[src/rtl/regfile_wb_stage_pkg.sv]
// Shared constants for the register-file / write-back block: instruction
// field positions, architectural register indices and reset values.
package regfile_wb_stage_pkg;

  // Instruction field positions (MIPS-style encoding)
  localparam int RS_LSB      = 21;
  localparam int RT_LSB      = 16;
  localparam int RD_LSB      = 11;
  localparam int IMM_LSB     = 0;
  localparam int IMM_W       = 16;
  localparam int REG_FIELD_W = 5;
  localparam int OPC_LSB     = 26;

  // Architectural register indices
  localparam int RA_IDX = 31;
  localparam int SP_IDX = 29;

  // Stack-pointer value loaded on reset
  localparam logic [31:0] SP_START_ADDR = 32'h0000_7FFC;

endpackage

[src/rtl/regfile_wb_stage_if.sv]
// Bus between the CPU datapath/controller (master) and the register file (slave).
interface regfile_wb_stage_if #(
  parameter int DATA_W = 32,
  parameter int ADDR_W = 5
);

  logic [31:0]       instruction;
  logic              reg_write;
  logic              jal;
  logic              reg_dst;
  logic              mem_to_reg;
  logic [DATA_W-1:0] alu_result;
  logic [DATA_W-1:0] mem_data;
  logic [DATA_W-1:0] pc_plus4;
  logic              zero_ext;
  logic              ld_issue;
  logic [ADDR_W-1:0] ld_dest;

  logic [DATA_W-1:0] read_data_1;
  logic [DATA_W-1:0] read_data_2;
  logic [DATA_W-1:0] imm_ext;
  logic              hazard;
  logic              wb_valid;
  logic [ADDR_W-1:0] wb_addr;
  logic [DATA_W-1:0] wb_data;

  modport master (
    output instruction, reg_write, jal, reg_dst, mem_to_reg,
           alu_result, mem_data, pc_plus4, zero_ext, ld_issue, ld_dest,
    input  read_data_1, read_data_2, imm_ext, hazard,
           wb_valid, wb_addr, wb_data
  );

  modport slave (
    input  instruction, reg_write, jal, reg_dst, mem_to_reg,
           alu_result, mem_data, pc_plus4, zero_ext, ld_issue, ld_dest,
    output read_data_1, read_data_2, imm_ext, hazard,
           wb_valid, wb_addr, wb_data
  );

endinterface

[src/rtl/regfile_wb_stage_load_scoreboard.sv]
// Load-use scoreboard: one busy bit per GPR, set when a load issues and
// cleared when that load's write-back is captured. Register 0 never goes busy.
module regfile_wb_stage_load_scoreboard #(
  parameter int ADDR_W = 5
) (
  input  logic              clock,
  input  logic              reset,
  input  logic              set_en,
  input  logic [ADDR_W-1:0] set_addr,
  input  logic              clr_en,
  input  logic [ADDR_W-1:0] clr_addr,
  input  logic [ADDR_W-1:0] rd_addr_a,
  input  logic [ADDR_W-1:0] rd_addr_b,
  output logic              hazard
);

  localparam int NUM_REGS = 2 ** ADDR_W;

  logic [NUM_REGS-1:0] busy;
  logic [NUM_REGS-1:0] busy_next;

  // Next busy vector: clear first so a same-edge set on the same register wins
  always_comb begin
    // NOTE: start from the held value so every path assigns busy_next; otherwise a latch is inferred.
    busy_next = busy;
    if (clr_en) busy_next[clr_addr] = 1'b0;
    if (set_en) busy_next[set_addr] = 1'b1;
    busy_next[0] = 1'b0;
  end

  // Busy register
  always_ff @(posedge clock or negedge reset) begin
    // NOTE: sequential state uses non-blocking assignments so all flops update together.
    if (!reset) busy <= '0;
    else        busy <= busy_next;
  end

  assign hazard = busy[rd_addr_a] | busy[rd_addr_b];

endmodule

[src/rtl/regfile_wb_stage.sv]
// Register file with a registered write-back stage, optional read bypass
// from the pending write, immediate extension and load-use hazard detection.
module regfile_wb_stage #(
  parameter int          DATA_W  = 32,
  parameter int          ADDR_W  = 5,
  parameter int          SP_IDX  = regfile_wb_stage_pkg::SP_IDX,
  parameter logic [31:0] SP_INIT = regfile_wb_stage_pkg::SP_START_ADDR,
  parameter int          RA_IDX  = regfile_wb_stage_pkg::RA_IDX,
  parameter bit          BYPASS  = 1'b1
) (
  input logic                     clock,
  input logic                     reset,
  regfile_wb_stage_if.slave       bus
);

  import regfile_wb_stage_pkg::*;

  localparam int                NUM_REGS = 2 ** ADDR_W;
  localparam logic [DATA_W-1:0] SP_VAL   = DATA_W'(SP_INIT);
  localparam int                EXT_W    = (DATA_W > IMM_W) ? DATA_W : IMM_W;

  // Instruction fields
  logic [ADDR_W-1:0] rs, rt, rd;
  logic [IMM_W-1:0]  imm16;
  logic              unused_opcode;

  assign rs    = ADDR_W'(bus.instruction[RS_LSB +: REG_FIELD_W]);
  assign rt    = ADDR_W'(bus.instruction[RT_LSB +: REG_FIELD_W]);
  assign rd    = ADDR_W'(bus.instruction[RD_LSB +: REG_FIELD_W]);
  assign imm16 = bus.instruction[IMM_LSB +: IMM_W];
  assign unused_opcode = ^bus.instruction[31:OPC_LSB];

  logic [DATA_W-1:0] gpr [NUM_REGS];
  logic              wb_valid;
  logic [ADDR_W-1:0] wb_addr;
  logic [DATA_W-1:0] wb_data;
  logic [ADDR_W-1:0] wb_addr_next;
  logic [DATA_W-1:0] wb_data_next;

  // Destination and data selection for the write-back capture
  always_comb begin
    wb_addr_next = rd;
    wb_data_next = bus.alu_result;
    if (bus.jal) begin
      wb_addr_next = ADDR_W'(RA_IDX);
      wb_data_next = bus.pc_plus4;
    end else begin
      wb_addr_next = bus.reg_dst ? rd : rt;
      wb_data_next = bus.mem_to_reg ? bus.mem_data : bus.alu_result;
    end
  end

  // Write-back stage register; a pending write is dropped on reset
  always_ff @(posedge clock or negedge reset) begin
    if (!reset) begin
      wb_valid <= 1'b0;
      wb_addr  <= '0;
      wb_data  <= '0;
    end else begin
      wb_valid <= bus.reg_write;
      wb_addr  <= wb_addr_next;
      wb_data  <= wb_data_next;
    end
  end

  // GPR array: commit the pending write; register 0 is never written
  always_ff @(posedge clock or negedge reset) begin
    if (!reset) begin
      // NOTE: the architectural state must be known after reset (SP preset), so this array is reset and maps to flops, not RAM.
      for (int i = 0; i < NUM_REGS; i++) begin
        gpr[i] <= (i == SP_IDX) ? SP_VAL : '0;
      end
    end else if (wb_valid && (wb_addr != '0)) begin
      gpr[wb_addr] <= wb_data;
    end
  end

  // Read port 1 with optional bypass from the pending write
  always_comb begin
    bus.read_data_1 = gpr[rs];
    if (rs == '0)                                 bus.read_data_1 = '0;
    else if (BYPASS && wb_valid && wb_addr == rs) bus.read_data_1 = wb_data;
  end

  // Read port 2 with optional bypass from the pending write
  always_comb begin
    bus.read_data_2 = gpr[rt];
    if (rt == '0)                                 bus.read_data_2 = '0;
    else if (BYPASS && wb_valid && wb_addr == rt) bus.read_data_2 = wb_data;
  end

  // Immediate extension, truncated when the datapath is narrower than 16 bits
  logic [EXT_W-1:0] imm_wide;
  always_comb begin
    imm_wide = bus.zero_ext ? EXT_W'(imm16) : EXT_W'(signed'(imm16));
  end
  assign bus.imm_ext = imm_wide[DATA_W-1:0];

  // A captured load write-back releases the loaded register
  regfile_wb_stage_load_scoreboard #(
    .ADDR_W (ADDR_W)
  ) u_load_scoreboard (
    .clock     (clock),
    .reset     (reset),
    .set_en    (bus.ld_issue),
    .set_addr  (bus.ld_dest),
    .clr_en    (bus.reg_write && bus.mem_to_reg && !bus.jal),
    .clr_addr  (wb_addr_next),
    .rd_addr_a (rs),
    .rd_addr_b (rt),
    .hazard    (bus.hazard)
  );

  assign bus.wb_valid = wb_valid;
  assign bus.wb_addr  = wb_addr;
  assign bus.wb_data  = wb_data;

endmodule

[src/flat_wrapper.sv]
// flat-port wrapper written by rule: the top's interface ports become plain ports
module regfile_wb_stage_flat import regfile_wb_stage_pkg::*;
#(
  parameter int          DATA_W  = 32,
  parameter int          ADDR_W  = 5,
  parameter int          SP_IDX  = regfile_wb_stage_pkg::SP_IDX,
  parameter logic [31:0] SP_INIT = regfile_wb_stage_pkg::SP_START_ADDR,
  parameter int          RA_IDX  = regfile_wb_stage_pkg::RA_IDX,
  parameter bit          BYPASS  = 1'b1
)
  (clock, reset, bus_instruction, bus_reg_write, bus_jal, bus_reg_dst, bus_mem_to_reg, bus_alu_result, bus_mem_data, bus_pc_plus4, bus_zero_ext, bus_ld_issue, bus_ld_dest, bus_read_data_1, bus_read_data_2, bus_imm_ext, bus_hazard, bus_wb_valid, bus_wb_addr, bus_wb_data);
  regfile_wb_stage_if #(.DATA_W(DATA_W), .ADDR_W(ADDR_W)) bus_i ();
  input logic clock;
  input logic reset;
  input wire logic [$bits(bus_i.instruction)-1:0] bus_instruction;
  input wire logic [$bits(bus_i.reg_write)-1:0] bus_reg_write;
  input wire logic [$bits(bus_i.jal)-1:0] bus_jal;
  input wire logic [$bits(bus_i.reg_dst)-1:0] bus_reg_dst;
  input wire logic [$bits(bus_i.mem_to_reg)-1:0] bus_mem_to_reg;
  input wire logic [$bits(bus_i.alu_result)-1:0] bus_alu_result;
  input wire logic [$bits(bus_i.mem_data)-1:0] bus_mem_data;
  input wire logic [$bits(bus_i.pc_plus4)-1:0] bus_pc_plus4;
  input wire logic [$bits(bus_i.zero_ext)-1:0] bus_zero_ext;
  input wire logic [$bits(bus_i.ld_issue)-1:0] bus_ld_issue;
  input wire logic [$bits(bus_i.ld_dest)-1:0] bus_ld_dest;
  output wire logic [$bits(bus_i.read_data_1)-1:0] bus_read_data_1;
  output wire logic [$bits(bus_i.read_data_2)-1:0] bus_read_data_2;
  output wire logic [$bits(bus_i.imm_ext)-1:0] bus_imm_ext;
  output wire logic [$bits(bus_i.hazard)-1:0] bus_hazard;
  output wire logic [$bits(bus_i.wb_valid)-1:0] bus_wb_valid;
  output wire logic [$bits(bus_i.wb_addr)-1:0] bus_wb_addr;
  output wire logic [$bits(bus_i.wb_data)-1:0] bus_wb_data;
  assign bus_i.instruction = bus_instruction;
  assign bus_i.reg_write = bus_reg_write;
  assign bus_i.jal = bus_jal;
  assign bus_i.reg_dst = bus_reg_dst;
  assign bus_i.mem_to_reg = bus_mem_to_reg;
  assign bus_i.alu_result = bus_alu_result;
  assign bus_i.mem_data = bus_mem_data;
  assign bus_i.pc_plus4 = bus_pc_plus4;
  assign bus_i.zero_ext = bus_zero_ext;
  assign bus_i.ld_issue = bus_ld_issue;
  assign bus_i.ld_dest = bus_ld_dest;
  assign bus_read_data_1 = bus_i.read_data_1;
  assign bus_read_data_2 = bus_i.read_data_2;
  assign bus_imm_ext = bus_i.imm_ext;
  assign bus_hazard = bus_i.hazard;
  assign bus_wb_valid = bus_i.wb_valid;
  assign bus_wb_addr = bus_i.wb_addr;
  assign bus_wb_data = bus_i.wb_data;
  regfile_wb_stage #(.DATA_W(DATA_W), .ADDR_W(ADDR_W), .SP_IDX(SP_IDX), .SP_INIT(SP_INIT), .RA_IDX(RA_IDX), .BYPASS(BYPASS)) u_core (.clock(clock), .reset(reset), .bus(bus_i));
endmodule
[config.mk]
export PLATFORM = sky130hd
export DESIGN_NAME = regfile_wb_stage_flat
export DESIGN_NICKNAME = d
export VERILOG_FILES = /design/src/rtl/regfile_wb_stage_pkg.sv /design/src/rtl/regfile_wb_stage_if.sv /design/src/rtl/regfile_wb_stage_load_scoreboard.sv /design/src/rtl/regfile_wb_stage.sv /design/src/flat_wrapper.sv
export SDC_FILE = /design/constraint.sdc
export NUM_CORES = 2
export LEC_CHECK = 0
export CORE_ASPECT_RATIO = 1.1
export CORE_MARGIN = 2
export CORE_UTILIZATION = 35
export DETAILED_ROUTE_END_ITERATION = 12
export GPL_TIMING_DRIVEN = 0
export PLACE_DENSITY = 0.6
export SETUP_SLACK_MARGIN = 0.15
export SYNTH_ARGS = -nofsm -noshare
export SYNTH_HDL_FRONTEND = slang
export SYNTH_SLANG_ARGS = --single-unit
export TNS_END_PERCENT = 20
[constraint.sdc]
create_clock -name clock -period 3.87 [get_ports clock]
set_clock_uncertainty 0.1 [all_clocks]
set_input_delay 0.774 -clock clock [delete_from_list [all_inputs] [get_ports clock]]
set_output_delay 0.774 -clock clock [all_outputs]
set_load 0.02 [all_outputs]
Yosys cells after proc, flatten, opt, wreduce, memory -nomap -nowiden
Index checks and enable logic that the tools add are counted.
W data, S select, Z words.
{ "word_totals": {"regBits": 1093, "inputBits": 141, "output_inout_bits": 135} }
{ "classes": {"order_cmp": 10, "eq_ne": 2, "muxes": 28, "bitwise_logic": 7, "reduce_logical": 12} }
{ "ops": {"columns": ["op", "n"], "rows": [
  ["$bwmux W1024", 1],
  ["$mux W32", 14],
  ["$bmux W32 S5", 2],
  ["$demux W32 S5", 1],
  ["$and A32 B32 Y32", 1],
  ["$not A32 Y32", 1],
  ["$or A32 B32 Y32", 1],
  ["$lt A5 B6 Y1 const B", 4],
  ["$ge A6 B6 Y1 const B", 3],
  ["$not A5 Y6", 3],
  ["$bmux W1 S5", 2],
  ["$demux W1 S5", 2],
  ["$eq A5 B5 Y1", 2],
  ["$ge A5 B1 Y1 const B", 2],
  ["$logic_not A5 Y1", 2],
  ["$mux W5", 2],
  ["$logic_and A1 B1 Y1", 8],
  ["$lt A6 B1 Y1 const B", 1],
  ["$reduce_bool A5 Y1", 1],
  ["$mux W1", 4],
  ["$logic_not A1 Y1", 1],
  ["$or A1 B1 Y1", 1]
]} }

Logic depth before layout (Yosys ltp)
{ "depth": {"ltp_word": 11, "ltp_mapped": 10} }

Cells and area by module
Synthesis repeated with hierarchy kept, for this count alone.
{ "unflattened": {"cells_unflattened": 4200, "area_unflattened_um2": 58467.3} }
{ "modules_own_cells": {"columns": ["module", "n_inst", "cells_each", "area_each_um2"], "rows": [
  ["regfile_wb_stage", 1, 4033, 56648.1],
  ["regfile_wb_stage_load_scoreboard", 1, 167, 1819.2]
]} }

Worst setup path after synthesis
Ideal clock, no wire load.
{ "synth_timing": {"path_type": "in2out", "startpoint": "input bus_instruction[22]", "endpoint": "output bus_hazard", "t_arrival_ns": 2.579, "t_required_ns": 2.996, "slack_ns": 0.417, "stages": 7, "path_buffers": 3, "path_cell_list": "buf_2 > buf_4 > buf_1 > mux4_2 > mux4_2 > mux2i_1 > o31ai_1"} }
{ "synth_between": {"elab_chain_cells": 3} }
{ "synth_rtl": {"columns": ["item", "line_no", "rtl"], "rows": [
  ["start, declared", "flat_wrapper.sv:15", "input wire logic [$bits(bus_i.instruction)-1:0] bus_instruction;"],
  ["$bmux W1 S5", "regfile_wb_stage_load_scoreboard.sv:38", "assign hazard = busy[rd_addr_a] | busy[rd_addr_b];"],
  ["$mux W1 (not written as such)", "regfile_wb_stage_load_scoreboard.sv:38", null],
  ["$or A1 B1 Y1", "regfile_wb_stage_load_scoreboard.sv:38", null],
  ["end, declared", "flat_wrapper.sv:29", "output wire logic [$bits(bus_i.hazard)-1:0] bus_hazard;"]
]} }
No other way between the ends. The select of a mux whose other input is x is not followed.

Worst setup path after layout
{ "layout_timing": {"startpoint": "register u_core.wb_addr[0] (netlist: u_core.bus.wb_addr[0])", "endpoint": "output bus_read_data_2[20]"} }
{ "layout_between": {"elab_chain_cells": 4} }
{ "layout_rtl": {"columns": ["item", "line_no", "rtl"], "rows": [
  ["start, declared", "regfile_wb_stage.sv:35", "logic [ADDR_W-1:0] wb_addr;"],
  ["start signal, assigned", "regfile_wb_stage.sv:61", "wb_addr <= wb_addr_next;"],
  ["$eq A5 B5 Y1", "regfile_wb_stage.sv:89", "else if (BYPASS && wb_valid && wb_addr == rt) bus.read_data_2 = wb_data;"],
  ["$logic_and A1 B1 Y1", "regfile_wb_stage.sv:89", null],
  ["$mux W32", "regfile_wb_stage.sv:89", null],
  ["$mux W32", "regfile_wb_stage.sv:88", "if (rt == '0) bus.read_data_2 = '0;"],
  ["end, declared", "flat_wrapper.sv:27", "output wire logic [$bits(bus_i.read_data_2)-1:0] bus_read_data_2;"]
]} }
No other way between the ends.

==> flow_summary.yaml <==
run_status:
  status: "complete, but fails checks"
  violations: "max-capacitance violations, max-slew violations, negative setup slack"
worst_setup_path:
  endpoint_kind: "output pin"
  r2r_slack_ns: 0.11
  reg2reg_from: "u_core.bus.wb_addr[1]$_DFF_PN0_"
  cp.arrival_ns: 3.14
  setup.worst_path.class: "register to output pin"
  r2r_cells: 7
  startpoint_type: "register"
  cp-endpoint: "bus_read_data_2[20]"
  cp_data_required_time_ns: 3.00
  r2r-end: "u_core.gpr[58]$_DFFE_PN0P_"
  crit_start: "u_core.bus.wb_addr[0]$_DFF_PN0_"
  cp_max_fo: 5
timing:
  setup_ws_ns: -0.144
  holdWs_ns: 0.325
  period_needed_ns: 4.01
  max_slew_margin_pct: -12.7
  post-route-period-util_pct: 104
  final_hold_viol_count: 0
  fmaxAchievable_mhz: 249
  setup_viol: 31
  maxSlewViolCount: 43
  rsz0062_at_grt: "yes"
  tightest_slew_ns: 1.69
finish:
  multi_input_comb_area_sq_um: 29000
  areaGrowthSynthToFinish_pct: 23.5
  nNetsFinal: 4575
  finalInstanceArea_sq_um: 71900
  seq_area_sq_um: 27400
  n_fill_cell: 14988
  drive_above_1_share_pct: 49.7
grt:
  grt_pass1_vias: 43779
  grt_usage_pct: 33.9
  grt_pass1_wl_um: 384000
  antenna_found_initial: 21
  grt_overflow: 0
  grt_max_degree: 151
cts:
  clkTransAtPathRegs_ns: 0.05
  cts_buffers: 132
  clockBufferDepth: 3
  clk_latency_ns: 0.82
  cts-root-buf: "clkbuf_16"
  clock_sink_count: 1093
  tritoncts: "built"
  htree_levels: 4
pwr:
  peakVddDrop_mv: 0.489
  p_leak_nw: 31.4
  power_density_nw_per_um2: 514
die:
  placementRows: 156
  ios: 276
  die-area_sq_um: 169000
  coreArea_sq_um: 165000
  die_height_um: 432
  die_w_um: 393
  initial_core_util_pct: 35.3
synthesis:
  ys_ff_latch: 1093
  synth_fa_ha_area_share_pct: 0
  synth_nets: 4091
  yosysWarningCount: 0
  yosysMostFrequentCell: "dfrtp_1"
  netlist_area_sq_um: 58200
  ys_types: 50
  ys_seq_area_share_pct: 47.1
  synth_top_area_share_pct: 46.5
  synth_mux_area_share_pct: 41.5
  synthSimpleGateAreaFrac_pct: 2.63
  synth_top_family_by_area: "multiplexers"
  synthCells: 3950
  synthFlopType: "dfrtp_1"
  synth.top_cells.by_count: "1080 x dfrtp_1, 993 x mux2_2, 498 x mux4_2, 258 x clkbuf_1, 164 x mux2i_1"
  synth.area.top_cells: "dfrtp_1 46%, mux4_2 19%, mux2_2 19%, mux2i_1 2.8%, clkbuf_1 1.7%"
  synth.largest_area_cell: "dfrtp_1"
  avgSynthCellArea_sq_um: 14.7
  synth-compound-area-share_pct: 4.96
  synth-edff-count: 0
  async_reset_ff_share_pct: 100
  synth_xor_area_share_pct: 0.151
drt:
  drt_first_iter_violations: 6338
  drc: 0
  wl_per_cell_um: 42.6
  first_pass_iters: 8
  wl_um: 288000
  ant_nets: 0
  vias_per_cell: 6.59
  vias: 44585
worst_hold_path:
  min_path_cells: 1
  hp-class: "input pin to register"
  hold_start: "bus_reg_write"
placement:
  post-dp-hpwl_um: 189000
  io_buffer_count: 247
  dpl_cell_area_sq_um: 64100
  place_congestion: 1.01
flow_run:
  maxCapViolCount: 4
registers in the layout, indices dropped and copies added (netlist names):
register / count
u_core.gpr: 1024
u_core.bus.wb_data: 32
u_core.u_load_scoreboard.busy: 31
u_core.bus.wb_addr: 5
u_core.bus.wb_valid: 1
layer usage:
metal	vias to the layer above	GRT usage, %	share of wire (%)
li1	16287	-	-
met1	23754	40.4	35
met2	3503	47.7	42
met3	1023	15.5	14
met4	18	25.0	9.0
met5	-	0	0.060
cells in the final DEF (no fill, tap or decap), types with 39 or more instances in the layout:
master / instances
o21ai_0: 64
clkdlybuf4s50_1: 179
mux2_2: 993
buf_1: 39
buf_12: 60
clkbuf_8: 58
buf_2: 45
a22oi_1: 103
clkbuf_1: 204
mux2i_1: 164
dfrtp_1: 1075
nand2_1: 137
o22ai_1: 61
mux4_2: 498
clkbuf_16: 155
a32o_2: 46
buf_4: 113
buf_6: 56
stage by stage:
step,power (mW),setup slack (ns),TNS [ns],std cells,util (%)
global route,37.9,-0.0971,-1.14,6753,43.6
CTS,36.6,-0.0211,-0.0591,6748,43.5
detailed placement,23.4,-3.00,-134.93,6436,38.9
finish,36.9,-0.144,-1.62,6768,43.6
global placement,23.1,-49.78,-,6409,38.5
floorplan,20.1,0.417,0,3950,-
where the power goes:
| group | total, mW | internal, mW | switching [mW] |
|---|---|---|---|
| Sequential | 15.4 | 13.6 | 1.80 |
| Combinational | 8.49 | 4.56 | 3.93 |
| Clock | 13.0 | 7.58 | 5.41 |
cell type report:
class	instances	area share, %
clock inverter	40	0.681
inverter	2	0.0104
antenna	19	0.0662
clock buffer	197	5.46
multi-input combinational	2379	40.4
buffer	475	6.02
tap	2212	3.85
timing repair buffer	351	5.42
sequential	1093	38.1
worst min-delay path by stage:
| stage | endpoint | slack, ns |
|---|---|---|
| after floorplan | u_core.gpr[1001]$_DFFE_PN0P_ | 0.34 |
| after global placement | u_core.gpr[1019]$_DFFE_PN0P_ | 0.35 |
| after detailed placement | u_core.gpr[1012]$_DFFE_PN0P_ | 0.37 |
| after CTS | u_core.bus.wb_valid$_DFF_PN0_ | 0.31 |
| after global routing | u_core.bus.wb_valid$_DFF_PN0_ | 0.33 |
| final | u_core.bus.wb_valid$_DFF_PN0_ | 0.33 |
kinds of logic after synthesis:
group	count (synthesis)
compound gates	386
buf+inv	478
flops	1093
simple gates	318
xor+xnor	10
mux	1665
worst max-delay path, stage by stage, from the launching register on:
cell,delay [ns]
dfrtp_2,0.50
buf_8,0.17
xnor2_2,0.13
nand4_1,0.21
o21ba_4,0.32
nor2b_4,0.19
buf_6,0.15
a221o_2,0.44
buf_6,0.17
repair_timing:
action	in CTS	in global routing
gates resized for setup	992	47
endpoints found under the setup margin	80	220
cloned	9	1
hold endpoints to repair	92	0
hold buffers	1	0
setup buffers	66	0
pin swaps	32	19
Note: power is estimated with default switching activity, not from simulation.
